**src/rtl/fft_sequencer.sv**
```systemverilog
// fft_sequencer: address/control sequencer for an in-place radix-2 DIT FFT over bit-reversed RAM.
// Optional FFT_SEQ_HOLD_EN adds a 'hold' input that stalls the READ state.
`default_nettype none

module fft_sequencer #(
  parameter int N      = 32,
  parameter int BF_LAT = 2,
  parameter int LOGN   = $clog2(N)
) (
  input  logic            clk,
  input  logic            rst,
  input  logic            start,
  output logic [LOGN-1:0] address1,
  output logic [LOGN-1:0] address2,
  output logic            sel,
  output logic            wr_en,
  output logic            bf_en,
  output logic [LOGN-2:0] tw_idx,
  output logic [LOGN-1:0] stage,
  output logic            busy,
  output logic            done
`ifdef FFT_SEQ_HOLD_EN
  ,
  input  logic            hold
`endif
);

  typedef enum logic [2:0] {IDLE, READ, WAIT, WRITE, DONE} state_t;

  localparam logic [LOGN-2:0] K_LAST     = '1;
  localparam logic [LOGN-1:0] STAGE_LAST = LOGN'(LOGN - 1);
  localparam logic [2:0]      WAIT_LAST  = 3'(BF_LAT - 1);

  state_t          state, state_nx;
  logic [LOGN-2:0] k;
  logic [LOGN-1:0] stage_cnt;
  logic [2:0]      wait_cnt;
  logic            read_hold;
  logic            last_bfly;

`ifdef FFT_SEQ_HOLD_EN
  assign read_hold = hold;
`else
  assign read_hold = 1'b0;
`endif

  assign last_bfly = (k == K_LAST) && (stage_cnt == STAGE_LAST);

  always_comb begin
    state_nx = state;
    case (state)
      IDLE:    if (start) state_nx = READ;
      READ:    if (!read_hold) state_nx = WAIT;
      WAIT:    if (wait_cnt == WAIT_LAST) state_nx = WRITE;
      WRITE:   state_nx = last_bfly ? DONE : READ;
      DONE:    state_nx = IDLE;
      default: state_nx = IDLE;
    endcase
  end

  always_comb begin
    sel   = ((state == READ) && !read_hold) || (state == WRITE);
    wr_en = (state == WRITE);
    bf_en = (state == WAIT) && (wait_cnt == 3'd0);
    busy  = (state == READ) || (state == WAIT) || (state == WRITE);
    done  = (state == DONE);
  end

  always_ff @(posedge clk or posedge rst) begin
    if (rst) begin
      state     <= IDLE;
      k         <= '0;
      stage_cnt <= '0;
      wait_cnt  <= '0;
    end else begin
      state    <= state_nx;
      wait_cnt <= (state == WAIT) ? wait_cnt + 3'd1 : 3'd0;
      if (state == WRITE) begin
        if (k == K_LAST) begin
          k         <= '0;
          stage_cnt <= (stage_cnt == STAGE_LAST) ? '0 : stage_cnt + LOGN'(1);
        end else begin
          k <= k + (LOGN-1)'(1);
        end
      end
    end
  end

  // address1 is k with a zero bit inserted at position 'stage'; address2 sets that bit.
  logic [LOGN-1:0] kx, span, low_mask, pos, top, tw_full;

  always_comb begin
    kx       = {1'b0, k};
    span     = LOGN'(1) << stage_cnt;
    low_mask = span - LOGN'(1);
    pos      = kx & low_mask;
    top      = ((kx & ~low_mask) << 1) | pos;
    tw_full  = pos << (STAGE_LAST - stage_cnt);
    address1 = busy ? top : '0;
    address2 = busy ? (top | span) : '0;
    tw_idx   = busy ? tw_full[LOGN-2:0] : '0;
    stage    = busy ? stage_cnt : '0;
  end

endmodule

`default_nettype wire

```
**config.mk**
```make
export PLATFORM = sky130hd
export DESIGN_NAME = fft_sequencer
export DESIGN_NICKNAME = d
export VERILOG_FILES = /design/src/rtl/fft_sequencer.sv
export SDC_FILE = /design/constraint.sdc
export NUM_CORES = 1
export LEC_CHECK = 0
export BUFFER_PORTS_ARGS = -buffer_cell sky130_fd_sc_hd__buf_2
export CELL_PAD_IN_SITES_DETAIL_PLACEMENT = 0
export CELL_PAD_IN_SITES_GLOBAL_PLACEMENT = 1
export CORE_ASPECT_RATIO = 1.1
export CORE_MARGIN = 2
export CORE_UTILIZATION = 38
export CTS_CLUSTER_DIAMETER = 150
export DETAILED_ROUTE_END_ITERATION = 12
export GPL_TIMING_DRIVEN = 0
export PLACE_DENSITY = 0.79
export SYNTH_ARGS = -nofsm -noshare
export SYNTH_HDL_FRONTEND = slang
export SYNTH_SLANG_ARGS = --single-unit
```
**constraint.sdc**
```tcl
create_clock -name clk -period 1.9 [get_ports clk]
set_input_delay 0.095 -clock clk [delete_from_list [all_inputs] [get_ports clk]]
set_output_delay 0.095 -clock clk [all_outputs]
set_load 0.02 [all_outputs]
```
==> summary.md, run 1 <==
| Metric | Value |
|---|---|
| Post-Synthesis Cells | 141 |
| Failing checks | negative setup slack |
| Reg clk slew, reported paths | 90 ps |
| Layout Cells excl Fill | 214 |
| Residual DRC | 0 |
| Commonest cells after routing, fill and taps aside | nor2_1, buf_2, buf_4 |
| Asr flop ratio synth | 100% |
| Dpl cells | 200 |
| Register area share after synthesis | 33.3% |
| Worst path max stage delay | 440 ps |
| Syn_area_per_cell | 8.00 um2 |
| Most used DFF post-synth | dfrtp_1 |
| Launching point of the worst reg2reg path | k[1] |
| Vias in the first global route | 1,015 |
| Crit. End Element | output port |
| P_leak | 0.734 nW |
| Clock Path Buffers | 2 |
| Reg2Reg Capture Point | stage_cnt[3] |
| Reg2Reg Depth | 5 |
| Depth of the CTS H-tree | 1 |
| Mapped Area | 0.00113 mm2 |
| Critical path class | register to output port |
| Via count | 1,150 |
| Critical Path End | tw_idx[0] |
| Synth warn | 0 |
| Hold crit path type | primary input to register |
| Ports | 27 |
| Slowest-stage cell, CP | dfrtp_2 |
| Detailed Routing Iterations Pass 1 | 4 |
| First-pass GRT wire length | 4540 um |
| GPL Wtd Cong | 0.839 |
| Routed Antenna Nets | 0 |
| Post-Route Utilization | 56.1% |
| #FFs+latches synth | 15 |
| Peak supply drop | 0.347 mV |
| Largest net degree at the start of global routing | 16 |
| Total power | 515 uW |
| Synth cell types | 44 |
| Die ar. | 0.00342 mm2 |
| Crit path max-delay family | flip-flops |
| Final worst-path cycle share | 104% |
| Initial DRC count | 21 |
| Hold slack | 173 ps |
| Clock Skew | 3.87 ps |
| Rel. slew slack | 61.5% |
| Layout cell share with drive strength beyond 1 | 39.2% |
| Hpwl dp | 1990 um |
| Final number of setup-violating endpoints | 6 |
| Wirelength, routed | 2910 um |
| Area grow syn2layout | 39.5% |
| # rows | 20 |
| Chip width | 55.9 um |
| Initial antenna violation count | 0 |
| Crit. path cell count | 8 |
| Drt wl/cell | 13.6 um |
| Startpoint Class | register |
| PD cells | 327 mW/mm2 |
| Total GRT Usage | 17.1% |
| Post-synth EDFFs | 0 |
| Initial core utilization | 40.2% |
| Worst Path Required | 1800 ps |
| Tightest Pin Transition | 577 ps |
| CTS sink cnt | 15 |
| Die height | 61.1 um |
| CTS tree | built |
| Antenna Cells | 0 |
| Crit path DAT | 1880 ps |
| Setup ws final | -70.6 ps |
| CP max FO | 4 |
| Vias/cell | 5.37 |
| Syn_nets | 150 |
| Port Buf Inserts | 26 |
| CTS Root Cell | clkbuf_4 |
| CTS Buf Count | 3 |
| RSZ-0062 raised after global routing | yes |
| R2R setup slack | 110 ps |
| Nets | 191 |
| Cells along the critical path | buf_8, inv_6, ha_4, nor4bb_4, o21a_1, o21ai_4, nor4_2, buf_4 |
| Skew-Pair Late Insertion Delay | 280 ps |
| Status | complete, but fails checks |
| Final slew viol count | 0 |
| # fillers | 268 |
| CP startpoint | stage_cnt[0] |
| WP buf/inv | 3 |
| Final Hold Viols | 0 |
| Grt total ovfl | 0 |
| Final Critical Period | 1970 ps |
| Max-cap violations | 0 |
| Max Fclk | 507 MHz |
| Total core area | 0.00280 mm2 |
## Yosys cell counts (2+ instances only)
| cell type | n | area, um2 |
|---|---|---|
| a211oi_1 | 2 | 15.0 |
| o21a_1 | 2 | 15.0 |
| nand2b_1 | 2 | 12.5 |
| buf_2 | 5 | 25.0 |
| nand3_1 | 6 | 30.0 |
| and3_1 | 2 | 12.5 |
| nand2_1 | 11 | 41.3 |
| nor4_1 | 2 | 12.5 |
| dfrtp_1 | 15 | 375 |
| o21ai_1 | 4 | 20.0 |
| buf_6 | 2 | 22.5 |
| inv_1 | 8 | 30.0 |
| a21oi_1 | 4 | 20.0 |
| a31oi_1 | 2 | 12.5 |
| ha_1 | 6 | 75.1 |
| nand4_1 | 4 | 25.0 |
| clkbuf_1 | 4 | 15.0 |
| nor3_1 | 4 | 20.0 |
| xnor2_1 | 4 | 35.0 |
| and2_1 | 3 | 18.8 |
| o21ai_0 | 5 | 25.0 |
| nor2_1 | 22 | 82.6 |
## repair_timing
action | CTS | global route
hold endpoints to repair | 15 | 0
pin swaps | 8 | 5
setup endpoints to repair | 11 | 13
gates resized for setup | 29 | 15
hold buffers | 1 | 0
setup buffers | 10 | 2
## registers in the layout, indices dropped and copies added, names as in the netlist
signal     count
stage_cnt      5
k              4
state          3
wait_cnt       3
## area by class of cell
class | instances | area, um2 | share of cell area [%]
multi-input combinational | 106 | 762 | 48.4
inverter | 9 | 38.8 | 2.47
clock buffer | 4 | 26.3 | 1.67
sequential | 15 | 379 | 24.1
timing repair buffer | 39 | 259 | 16.5
tap | 33 | 41.3 | 2.63
buffer | 8 | 66.3 | 4.22
## per-stage QoR
step / instance area, um2 / worst slack (ps) / setup TNS (ps)
final: 1570 / -70.6 / -269
after global routing: 1570 / -156 / -840
after CTS: 1510 / -82.7 / -338
after detailed placement: 1310 / -469 / -1810
after global placement: 1310 / -430 / -1650
after floorplan: 1140 / -163 / -368
## power by group
part / leakage (nW) / internal (mW) / switching [mW]
Sequential: 0.190 / 0.319 / 0
Combinational: 0.530 / 0.00302 / 0.00696
Clock: 0.0150 / 0.0816 / 0.104
## routing by layer
metal / GRT usage (%) / routed length (um) / up-vias
li1: - / - / 571
met1: 19.4 / 1260 / 532
met2: 31.3 / 1440 / 39
met3: 2.52 / 150 / 8
met4: 10.2 / 53 / 0
met5: 0 / 0 / -
## kinds of logic (layout without fill, tap and decap cells)
logic type	Yosys count	in the layout	synth area share, %
xor+xnor	4	4	3.11
simple gates	68	68	31.5
flops	15	15	33.3
compound gates	26	26	15.0
fa+ha+maj	6	6	6.66
buf+inv	20	60	8.54
mux	2	2	1.89
## worst min-delay path by stage
stage	start	endpoint	slack, ps	cells after the start
5_1_grt	start	state[0]	190	5
6_report	start	state[0]	170	5
3_3_place_gp	rst	wait_cnt[0]	180	2
4_1_cts	start	state[0]	180	5
2_1_floorplan	rst	k[0]	-4	1
3_5_place_dp	rst	wait_cnt[2]	190	2
## tightest hold or removal path, stage by stage
cell,delay [ps]
buf_2,90
inv_1,40
o22ai_1,60
nor2_1,80
a211oi_1,50
(Power assumes the default switching activity.)
==> inputs of run 2 (changes only) <==
- ABC_AREA: unset -> 1
- RECOVER_POWER: unset -> 25
==> run 2 against run 1 <==
Effect of this change: the flow finishes with violations (design-rule violations, negative setup slack); flip-flop and latch count did not move; clock-buffer cell count did not move; die area rose by 11%; register-to-register slack improved by 240 ps; first-iteration DRC count fell by 9.5%; sequential power rose by 64%.
==> summary.md, run 2 <==
| Metric | Value |
|---|---|
| #FFs+latches synth | 15 |
| Layout Cells excl Fill | 244 |
| Layout cell share with drive strength beyond 1 | 43.8% |
| Wirelength, routed | 2870 um |
| Worst path max stage delay | 370 ps |
| Reg clk slew, reported paths | 90 ps |
| Antenna Cells | 0 |
| Crit. End Element | output port |
| Reg2Reg Capture Point | stage_cnt[1] |
| Vias in the first global route | 1,218 |
| Vias/cell | 4.98 |
| Hold crit path type | primary input to register |
| Post-Route Utilization | 52.1% |
| Peak supply drop | 1.15 mV |
| Depth of the CTS H-tree | 1 |
| Syn_nets | 182 |
| Initial core utilization | 40.7% |
| Detailed Routing Iterations Pass 1 | 8 |
| CTS Root Cell | clkbuf_4 |
| Slowest-stage cell, CP | dfrtp_1 |
| Top cells by count, synth | nand2_1, inv_1, nor2_1 |
| Post-Synthesis Cells | 173 |
| Most used DFF post-synth | dfrtp_1 |
| Reg2Reg Depth | 8 |
| Area contributors post-synth | dfrtp_1, nand2_1, nand3_1 |
| Post-synth EDFFs | 0 |
| Most used cell along the critical path | nand2_2 |
| Yosys top cell by area | dfrtp_1 |
| Max-cap violations | 0 |
| First-pass GRT wire length | 5200 um |
| Largest regs | stage_cnt x5, k x4 |
| Die ar. | 0.00380 mm2 |
| Asr flop ratio synth | 100% |
| Final worst-path cycle share | 100% |
| Crit path max-delay family | simple AND/OR/NAND/NOR gates |
| Ports | 27 |
| Failing checks | design-rule violations, negative setup slack |
| R2R setup slack | 350 ps |
| Synth cell types | 30 |
| Launching point of the worst reg2reg path | stage_cnt[0] |
| Largest net degree at the start of global routing | 16 |
| Residual DRC | 1 |
| Critical path class | register to output port |
| Routed Antenna Nets | 0 |
| Hold Path End | state[0] |
| Skew-Pair Late Insertion Delay | 280 ps |
| Rel. slew slack | 62.7% |
| # rows | 21 |
| Commonest cells after routing, fill and taps aside | nand2_1, buf_2, inv_1, nor2_1, dfrtp_1 |
| Setup_tns | -0.502 ps |
| Crit path DAT | 1810 ps |
| Port Buf Inserts | 26 |
| DP Worst Slack | 89.1 ps |
| Final number of setup-violating endpoints | 1 |
| Worst Path Required | 1800 ps |
| Final slew viol count | 0 |
| Via count | 1,216 |
| Most common cell after layout, fill and taps aside | nand2_1 |
| Die height | 64.4 um |
| Cells along the critical path | buf_6, inv_6, ha_4, inv_2, nand2_2, nand3_2, nand2_2, nor2_4, nand3_2, nand2_1, nand2_2, nor2_4, buf_6 |
| CTS sink cnt | 15 |
| Grt total ovfl | 0 |
| Hpwl dp | 2230 um |
| Register area share after synthesis | 29.8% |
| Synth top area share | 29.8% |
| GPL Wtd Cong | 0.811 |
| Final Hold Viols | 0 |
| Area grow syn2layout | 28.0% |
| Synth warn | 0 |
| Largest Register | stage_cnt |
| Register area | 377 um2 |
| Setup ws final | -0.502 ps |
| PD cells | 1400 mW/mm2 |
| Max Fclk | 526 MHz |
| Initial DRC count | 19 |
| Max reg flops | 5 |
| Total GRT Usage | 17.1% |
| Dpl cells | 233 |
| CP max FO | 4 |
| Clock Path Buffers | 2 |
| CTS Buf Count | 3 |
| CP startpoint | stage_cnt[0] |
| Tightest Pin Transition | 559 ps |
| Syn_area_per_cell | 7.29 um2 |
| CTS tree | built |
| Mapped Area | 0.00126 mm2 |
| Top-count cell post-synth | nand2_1 |
| Hold path depth | 3 |
| Clock Skew | 6.98 ps |
| Multi-input logic area | 800 um2 |
| WP buf/inv | 4 |
| Total core area | 0.00310 mm2 |
| P_leak | 0.820 nW |
| RSZ-0062 raised after global routing | yes |
| Nets | 220 |
| Total power | 2.25 mW |
| Chip width | 58.9 um |
| Startpoint Class | register |
| Beginning of the worst hold path | start |
| # fillers | 321 |
| Initial antenna violation count | 0 |
| Drt wl/cell | 11.8 um |
| Status | complete, but fails checks |
| Final Critical Period | 1900 ps |
## run 2: through the flow
stage / hold slack (ps) / instance area (um2)
after floorplan: -3.52 / 1260
final: 117 / 1610
after global routing: 117 / 1610
after detailed placement: 173 / 1430
after CTS: 113 / 1550
after global placement: 164 / 1430
## run 2: kinds of logic after synthesis
group | Yosys count | share of synthesized area (%)
buffers and inverters | 33 | 12.6
AND/OR/NAND/NOR | 96 | 40.8
XOR/XNOR | 5 | 3.47
AO/OA/AOI/OAI | 18 | 7.44
flip-flops | 15 | 29.8
adder cells (fa/ha/maj) | 6 | 5.95
## run 2: worst max-delay path by stage
stage / end / cells past startpoint
after detailed placement: tw_idx[2] / 12
after global placement: tw_idx[2] / 12
after global routing: tw_idx[2] / 13
after CTS: tw_idx[3] / 12
after floorplan: tw_idx[2] / 11
final: tw_idx[3] / 13
## run 2: final cells by class
cell class / count / area share [%]
Buffer: 4 / 3.02
Clock buffer: 4 / 1.63
Inverter: 29 / 7.36
Multi-Input combinational cell: 125 / 49.5
Sequential cell: 15 / 23.3
Tap cell: 34 / 2.64
Timing Repair Buffer: 33 / 12.5
## run 2: report_power, final
| group | internal [mW] | switching (mW) | leakage (nW) |
|---|---|---|---|
| combinational | 0.577 | 0.976 | 0.609 |
| clock | 0.0814 | 0.0957 | 0.0150 |
| sequential | 0.408 | 0.115 | 0.196 |
## run 2: repair_timing
| item | 4_1_cts | 5_1_grt |
|---|---|---|
| endpoints found under the setup margin | 4 | 13 |
| gates resized for setup | 14 | 19 |
| pin swaps | 6 | 7 |
| hold buffers | 1 | 0 |
| endpoints found under the hold margin | 15 | 0 |
| setup buffers | 5 | 1 |
## run 2: tightest hold or removal path, delay by kind of cell
family | cells | cell delay (ps)
buffers and inverters | 1 | 80
AO/OA/AOI/OAI | 2 | 180
## run 2: layer usage
metal	share of wire, %	track usage (%)	up-vias
met5	0	0	-
met4	0.31	2.84	0
met3	4.2	3.99	2
met2	50	29.3	27
met1	45	22.0	562
li1	-	-	625
==> inputs of run 3 (changes only) <==
- ABC_AREA: 1 -> unset
- CORE_UTILIZATION: 38 -> 40
- CTS_BUF_LIST: unset -> sky130_fd_sc_hd__clkbuf_4
- PLACE_DENSITY: 0.79 -> 0.83
==> run 3 against run 2 <==
Effect of this change: the flow finishes with violations (negative setup slack); worst setup slack got worse by 140 ps; final cell count is 11% lower; flip-flop and latch count is the same; non-clock buffer count rose by 14; total power is 77% lower; first-iteration DRC count up 32%; clock skew is 3.1 ps lower; fmax is 6.7% lower; critical endpoint unchanged.
==> summary.md, run 3 (same netlist as run 1, synthesis figures left out) <==
| Metric | Value |
|---|---|
| Status | complete, but fails checks |
| Failing checks | negative setup slack |
| Largest net degree at the start of global routing | 16 |
| Post-Route Utilization | 59.3% |
| Skew-Pair Late Insertion Delay | 290 ps |
| CTS sink cnt | 15 |
| RSZ-0062 raised after global routing | yes |
| Clock Path Buffers | 2 |
| Hold slack | 168 ps |
| Tightest Pin Transition | 608 ps |
| Critical path class | register to output port |
| Final worst-path cycle share | 107% |
| Dpl cells | 200 |
| Area grow syn2layout | 43.5% |
| Crit path DAT | 1940 ps |
| Depth of the CTS H-tree | 1 |
| Final Hold Viols | 0 |
| Ports | 27 |
| # fillers | 269 |
| Residual DRC | 0 |
| Crit. End Element | output port |
| CTS Buf Count | 3 |
| First-pass GRT wire length | 4560 um |
| Startpoint Class | register |
| Max reg flops | 5 |
| Detailed Routing Iterations Pass 1 | 4 |
| # rows | 20 |
| Via count | 1,165 |
| Peak supply drop | 0.365 mV |
| Hpwl dp | 1930 um |
| Nets | 195 |
| Commonest cells after routing, fill and taps aside | buf_4, nor2_1, buf_2 |
| Largest regs | stage_cnt x5, k x4 |
| Largest Register | stage_cnt |
| Register area | 380 um2 |
| Setup ws final | -138 ps |
| Antenna Cells | 0 |
| Vias in the first global route | 1,014 |
| Rel. slew slack | 59.4% |
| Routed Antenna Nets | 0 |
| Final Critical Period | 2040 ps |
| DP Worst Slack | -396 ps |
| Clock Skew | 3.84 ps |
| Reg clk slew, reported paths | 100 ps |
| Max Fclk | 491 MHz |
| Max-cap violations | 0 |
| Most common cell after layout, fill and taps aside | buf_4 |
| Wirelength, routed | 2880 um |
| Initial antenna violation count | 0 |
| PD cells | 321 mW/mm2 |
| Chip width | 54.6 um |
| GPL Wtd Cong | 0.789 |
| Drt wl/cell | 13.2 um |
| Multi-input logic area | 756 um2 |
| Vias/cell | 5.34 |
| Total GRT Usage | 19.3% |
| Grt total ovfl | 0 |
| Final slew viol count | 0 |
| CP max FO | 7 |
| P_leak | 0.759 nW |
| CTS Root Cell | clkbuf_4 |
| Port Buf Inserts | 26 |
| Final number of setup-violating endpoints | 8 |
| CTS tree | built |
| Cell area after layout | 0.00162 mm2 |
| Total core area | 0.00273 mm2 |
| Worst Path Required | 1800 ps |
| Placed Area | 0.00131 mm2 |
| Layout cell share with drive strength beyond 1 | 42.2% |
| Die height | 59.7 um |
| Die ar. | 0.00326 mm2 |
| Initial DRC count | 25 |
| Hold crit path type | primary input to register |
| Initial core utilization | 41.3% |
| Layout Cells excl Fill | 218 |
==> run 3: changes by cell type in the layout (fill, tap and decap cells not counted), sizes merged, moves of 3 or more <==
cell and delta:
a21oi -3, and2 +3, and3 +3, buf +11, inv -18, nand2 -24, nand3 -14, nor2 -9
xnor2 +3, xor2 -4
==> run 3: final cells by class <==
class,instances,area share [%]
Multi-Input combinational cell,106,46.7
Sequential cell,15,23.5
Timing Repair Buffer,43,18.6
Buffer,8,4.49
Tap cell,33,2.55
Inverter,9,2.40
Clock buffer,3,1.39
Clock inverter,1,0.309
==> run 3: worst max-delay path: stages (launching register included) <==
cell and delay [ps]:
dfrtp_1 380, buf_6 130, or4_4 570, and3_4 190, a211oi_2 160, a211oi_2 50, buf_4 160
==> run 3: repair_timing <==
item                                   CTS  global route
pin swaps                               11             5
resized for setup                       29            21
setup endpoints to repair               12            15
setup buffers                           10             6
hold buffers                             1             0
endpoints found under the hold margin   15             0
==> run 3: stage by stage <==
stage,power [mW],setup TNS [ps]
2_1_floorplan,0.330,-368
4_1_cts,0.527,-655
3_3_place_gp,0.334,-1420
6_report,0.520,-556
3_5_place_dp,0.335,-1520
5_1_grt,0.535,-1390
==> run 3: layer usage <==
metal	global-route usage [%]	vias to the layer above	share of wire, %
met1	24.9	549	46
met3	3.00	5	4.1
li1	-	580	-
met4	7.50	0	1.5
met2	31.8	31	49
met5	0	-	0
==> run 3: final timing paths <==
kind / start / to / slack, ps / cells past startpoint
worst min-delay path: start / state[0] / 170 / 5
min in group asynchronous: rst / state[0] / 410 / 3
worst max register to register: k[0] / stage_cnt[3] / 150 / 5
worst max-delay path: stage_cnt[3] / tw_idx[3] / -140 / 6
max in group asynchronous: rst / stage_cnt[0] / 1060 / 3
worst min register to register: wait_cnt[0] / wait_cnt[0] / 510 / 1
==> run 3: where the power goes <==
group	total (mW)	switching, mW	internal, mW	leakage [nW]
Sequential	0.319	0	0.319	0.188
Clock	0.191	0.112	0.0784	0.0177
Combinational	0.0104	0.00738	0.00302	0.553
